===== src/rtl/shifter_seq.sv =====
// ----------------------------------------------------------------------------
// shifter_seq: multi-cycle shift unit for the 16-bit datapath.
//
// Applies one single-position shift per clock, for a programmable amount
// of 0..2^AW-1 positions. The controller issues a start pulse while the
// unit is idle, watches busy, and takes the result when done pulses. The
// result and carry stay on sout/carry until the next accepted start.
//
// Op codes: 00 none, 01 left, 10 logical right, 11 arithmetic right.
//
// Optional build macro: SHIFTER_ROTATE_EN
//   defined   - op 00 with a nonzero amount rotates right, one position
//               per cycle, with the same latency as the other shifts.
//   undefined - op 00 passes the operand through for any amount and
//               finishes one edge after the start is accepted.
// ----------------------------------------------------------------------------
module shifter_seq #(
    parameter int W  = 16,
    parameter int AW = 4
) (
    input  logic          clk,
    input  logic          reset,
    input  logic          start,
    input  logic [W-1:0]  in,
    input  logic [1:0]    shift,
    input  logic [AW-1:0] amt,
    output logic [W-1:0]  sout,
    output logic          carry,
    output logic          busy,
    output logic          done
);

    typedef enum logic [1:0] {
        S_IDLE  = 2'd0,
        S_SHIFT = 2'd1,
        S_DONE  = 2'd2
    } state_t;

    localparam logic [1:0] OP_NONE = 2'b00;
    localparam logic [1:0] OP_LSL  = 2'b01;
    localparam logic [1:0] OP_LSR  = 2'b10;
    localparam logic [1:0] OP_ASR  = 2'b11;

`ifdef SHIFTER_ROTATE_EN
    localparam logic ROTATE_EN = 1'b1;
`else
    localparam logic ROTATE_EN = 1'b0;
`endif

    state_t        state_q;
    logic [W-1:0]  sout_q;
    logic          carry_q;
    logic [1:0]    op_q;
    logic [AW-1:0] cnt_q;
    logic          busy_q;
    logic          done_q;

    logic [W-1:0]  step_sout_d;
    logic          step_carry_d;
    logic          skip_shift;

    // One shift step applied to the current contents, selected by the
    // captured op code.
    always_comb begin
        // NOTE: every output of this block gets a default first so no path
        // leaves it unassigned, which would otherwise infer a latch.
        step_sout_d  = sout_q;
        step_carry_d = carry_q;
        case (op_q)
            OP_LSL: begin
                step_sout_d  = {sout_q[W-2:0], 1'b0};
                step_carry_d = sout_q[W-1];
            end
            OP_LSR: begin
                step_sout_d  = {1'b0, sout_q[W-1:1]};
                step_carry_d = sout_q[0];
            end
            OP_ASR: begin
                step_sout_d  = {sout_q[W-1], sout_q[W-1:1]};
                step_carry_d = sout_q[0];
            end
            default: begin
`ifdef SHIFTER_ROTATE_EN
                step_sout_d  = {sout_q[0], sout_q[W-1:1]};
                step_carry_d = sout_q[0];
`endif
            end
        endcase
    end

    // A start that needs no shifting goes straight to DONE.
    assign skip_shift = (amt == '0) || ((shift == OP_NONE) && !ROTATE_EN);

    // Control FSM plus datapath registers; busy/done are registered so no
    // input reaches an output combinationally.
    always_ff @(posedge clk or posedge reset) begin
        // NOTE: every state bit is cleared by the asynchronous reset so an
        // operation in flight is abandoned at once, with no clock needed.
        if (reset) begin
            state_q <= S_IDLE;
            sout_q  <= '0;
            carry_q <= 1'b0;
            op_q    <= OP_NONE;
            cnt_q   <= '0;
            busy_q  <= 1'b0;
            done_q  <= 1'b0;
        end else begin
            // NOTE: non-blocking assignments so every register samples the
            // values from before this edge, regardless of statement order.
            case (state_q)
                S_IDLE: begin
                    if (start) begin
                        sout_q  <= in;
                        op_q    <= shift;
                        cnt_q   <= amt;
                        carry_q <= 1'b0;
                        if (skip_shift) begin
                            state_q <= S_DONE;
                            done_q  <= 1'b1;
                        end else begin
                            state_q <= S_SHIFT;
                            busy_q  <= 1'b1;
                        end
                    end
                end
                S_SHIFT: begin
                    sout_q  <= step_sout_d;
                    carry_q <= step_carry_d;
                    cnt_q   <= cnt_q - AW'(1);
                    if (cnt_q == AW'(1)) begin
                        state_q <= S_DONE;
                        busy_q  <= 1'b0;
                        done_q  <= 1'b1;
                    end
                end
                S_DONE: begin
                    state_q <= S_IDLE;
                    done_q  <= 1'b0;
                end
                default: begin
                    state_q <= S_IDLE;
                    busy_q  <= 1'b0;
                    done_q  <= 1'b0;
                end
            endcase
        end
    end

    assign sout  = sout_q;
    assign carry = carry_q;
    assign busy  = busy_q;
    assign done  = done_q;

endmodule


===== config.mk =====
export PLATFORM = sky130hd
export DESIGN_NAME = shifter_seq
export DESIGN_NICKNAME = d
export VERILOG_FILES = /design/src/rtl/shifter_seq.sv
export SDC_FILE = /design/constraint.sdc
export NUM_CORES = 1
export LEC_CHECK = 0
export ABC_AREA = 1
export BUFFER_PORTS_ARGS = -buffer_cell sky130_fd_sc_hd__buf_4
export CAP_MARGIN = 20
export CORE_MARGIN = 1.5
export CORE_UTILIZATION = 54
export DETAILED_ROUTE_END_ITERATION = 16
export MAX_ROUTING_LAYER = met4
export PLACE_DENSITY = 0.8
export SYNTH_ARGS = -nofsm -noshare
export SYNTH_HDL_FRONTEND = slang
export SYNTH_SLANG_ARGS = --single-unit

===== constraint.sdc =====
create_clock -name clk -period 1.85 [get_ports clk]
set_input_delay 0.0925 -clock clk [delete_from_list [all_inputs] [get_ports clk]]
set_output_delay 0.0925 -clock clk [all_outputs]
set_load 0.05 [all_outputs]

==> reports/metrics.yaml <==
status:
  result_of_the_run: "finished clean"
logic_synthesis:
  seq_total_area_yosys: 0.351
  synth_cell_area_um2: 1930
  average_footprint_of_a_synthesized_cell_um2: 7.06
  syn-instance-count: 273
  postSynthNetCount: 304
  synthesis_stage_register_bit_count: 27
  leading_post_synthesis_cells_by_cell_area: "sky130_fd_sc_hd__dfrtp_1 (35%), sky130_fd_sc_hd__nand2_1 (14%), sky130_fd_sc_hd__inv_1 (8.4%)"
  netlist.area_leader.share: 0.351
  synth_largest_area_cell: "sky130_fd_sc_hd__dfrtp_1"
  synth.distinct_cells: 25
  synth.yosys.warnings: 0
timing:
  setup_violations: 0
  portion_of_the_clock_cycle_consumed_by_the_worst_path_in_the_final_layout: 0.914
  slew_viol_final: 0
  finalWorstPathRequiredPeriod_ps: 1690
  final.setup_skew_ps: 0.902
  worstMarginPinSlew_ps: 482
  max_freq_mhz: 591
  worst_slack_ps: 159
  grt_setup_unrepaired: "false"
  final.hold.worst_slack_ps: 38.7
  finalSetupTns_ps: 0
  slew-limit-headroom: 0.678
  report.final.hold_viol_count: 0
job:
  max_cap_viol_count: 0
floorplan:
  total_die_area_um2: 3940
  placeableCoreArea_um2: 3390
  start_util: 0.568
  horizontal_die_dimension_um: 62.7
  placementRows: 21
  design.portCount: 44
  die_y_um: 62.7
drt:
  ant_nets: 0
  drcViolationCount: 0
  routed-via-count: 1781
  firstDrtPassIters: 4
  post_drt_via_cell_ratio: 4.92
  wl_per_cell_um: 11.3
  drtIter0Drc: 105
  wire_length_reported_by_the_detailed_router_mm: 4.09
cells_and_area:
  nFillCells: 315
  final_common_cell: "sky130_fd_sc_hd__nand2_1"
  seq_area_um2: 676
  mostFrequentLayoutCells: "sky130_fd_sc_hd__nand2_1 (74), sky130_fd_sc_hd__buf_4 (46), sky130_fd_sc_hd__inv_1 (43)"
  finish.net_count: 348
  multi_input_comb_area_um2: 987
  area_growth_syn_to_layout_pct: 19.3
  antenna-diode-count: 0
  drive_above_1_share: 0.282
worst_setup_path:
  worst_setup_path_start_kind: "register"
  cell_with_the_largest_stage_delay_on_the_worst_path: "sky130_fd_sc_hd__dfrtp_1"
  cpMostUsedCell: "sky130_fd_sc_hd__nor2_1"
  arrival_ps: 1960
  crit_fanout: 14
  cp_data_required_time_ps: 2120
  timing_worst_setup_path_type: "register to register"
  worst_setup_path_end_kind: "register"
  max_stage_delay_ps: 420
  cp_cell_sequence: "inv_1 > ha_1 > nor2_1 > nand2_2 > nand2_4 > nor2_1 > a21oi_1"
grt:
  global_route_usage_sum: 0.240
  grt_pass1_wl_mm: 7.53
  maximum_number_of_pins_on_one_net_before_global_route_repair: 28
  grt_antenna_before_repair: 0
  grt.overflow.total: 0
  number_of_global_route_vias_before_repair: 1772
clock_network:
  clk_pin_slew_worst_paths_ps: 150
  cts_buffers: 3
  cts.root.buffer_cell: "sky130_fd_sc_hd__clkbuf_4"
  cts_tree: "built"
  clk_latency_ps: 330
  htree_levels: 1
  numClockSinks: 27
  clk_path_buf_depth: 2
placement:
  place.port_buffers: 43
  detailed_place_hpwl_mm: 2.97
  place_worst_setup_slack_ps: 180
  gp_routability_congestion: 0.807
hold_path:
  min-delay-path-class: "primary input to register"
-- cells by family (layout without fill, tap and decap cells) --
| kind of cell | Yosys count | in the layout | share of synthesized area |
|---|---|---|---|
| AND/OR/NAND/NOR | 154 | 154 | 0.362 |
| AO/OA/AOI/OAI | 31 | 31 | 0.111 |
| adder cells (fa/ha/maj) | 6 | 6 | 0.0390 |
| flip-flops | 27 | 27 | 0.351 |
| buffers and inverters | 55 | 98 | 0.137 |
-- Yosys cell counts --
master and n:
sky130_fd_sc_hd__buf_8 2, sky130_fd_sc_hd__nand3_1 18, sky130_fd_sc_hd__inv_1 43, sky130_fd_sc_hd__a21oi_1 7, sky130_fd_sc_hd__ha_1 6, sky130_fd_sc_hd__inv_2 2
sky130_fd_sc_hd__o21ai_0 8, sky130_fd_sc_hd__dfrtp_1 27, sky130_fd_sc_hd__nand2_4 2, sky130_fd_sc_hd__o21ai_2 1, sky130_fd_sc_hd__nand4_1 1, sky130_fd_sc_hd__inv_4 1
sky130_fd_sc_hd__nand2_2 1, sky130_fd_sc_hd__buf_6 1, sky130_fd_sc_hd__nor2_1 39, sky130_fd_sc_hd__buf_4 1, sky130_fd_sc_hd__o21ai_1 2, sky130_fd_sc_hd__nor2_2 11
sky130_fd_sc_hd__buf_2 4, sky130_fd_sc_hd__nand3_2 8, sky130_fd_sc_hd__o211ai_1 1, sky130_fd_sc_hd__a21oi_2 11, sky130_fd_sc_hd__nand2_1 74, sky130_fd_sc_hd__buf_12 1
sky130_fd_sc_hd__a21oi_4 1
-- state kept, by name, summed over array words and instances (netlist names) --
name	count
busy	1
state_q	2
carry	1
done	1
op_q	2
sout	16
cnt_q	4
-- repair_timing --
action,CTS,global route
buffers inserted,0,0
hold endpoints to repair,27,0
hold buffers,1,0
gates resized for setup,0,0
-- worst max-delay path, delay by kind of cell (launching register included) --
family                     cells  cell delay (ps)
AOI/OAI and AO/OA              1              140
adders and majority gates      1              310
buffers and inverters          1               80
DFF                            1              420
and+or+nand+nor                4              670
-- per-stage QoR --
step	utilization	instance area (um^2)	cells
after global routing	0.678	2300	362
after detailed placement	0.667	2260	357
after CTS	0.678	2300	362
after floorplan	-	1930	273
after global placement	0.667	2260	357
final	0.678	2300	362
-- layer usage --
metal  track usage  share of wire
met5             -              0
met4        0.0750          0.013
met3        0.0306          0.037
met2         0.406           0.47
met1         0.301           0.48
-- layout make-up --
type / instances / area share
multi-input cells: 191 / 0.430
inverters: 46 / 0.0762
repair buffers: 48 / 0.163
clock inverters: 1 / 0.00218
clock buffers: 3 / 0.00980
flip-flops and latches: 27 / 0.294
well taps: 46 / 0.0250
-- final timing paths --
| check | slack (ps) | cells past startpoint | endpoint | start |
|---|---|---|---|---|
| max in group asynchronous | 1240 | 4 | cnt_q[3]$_DFFE_PP0P_ | reset |
| min | 40 | 3 | cnt_q[1]$_DFFE_PP0P_ | amt[1] |
| min reg2reg | 500 | 2 | busy$_DFFE_PP0P_ | busy$_DFFE_PP0P_ |
| max | 160 | 7 | sout[1]$_DFFE_PP0P_ | op_q[0]$_DFFE_PP0P_ |
| min in group asynchronous | 350 | 4 | busy$_DFFE_PP0P_ | reset |
| max reg2reg | 160 | 7 | sout[1]$_DFFE_PP0P_ | op_q[0]$_DFFE_PP0P_ |
Power is not shown: default switching activity piles up to over one toggle a cycle in this logic, so the estimate is an artifact.
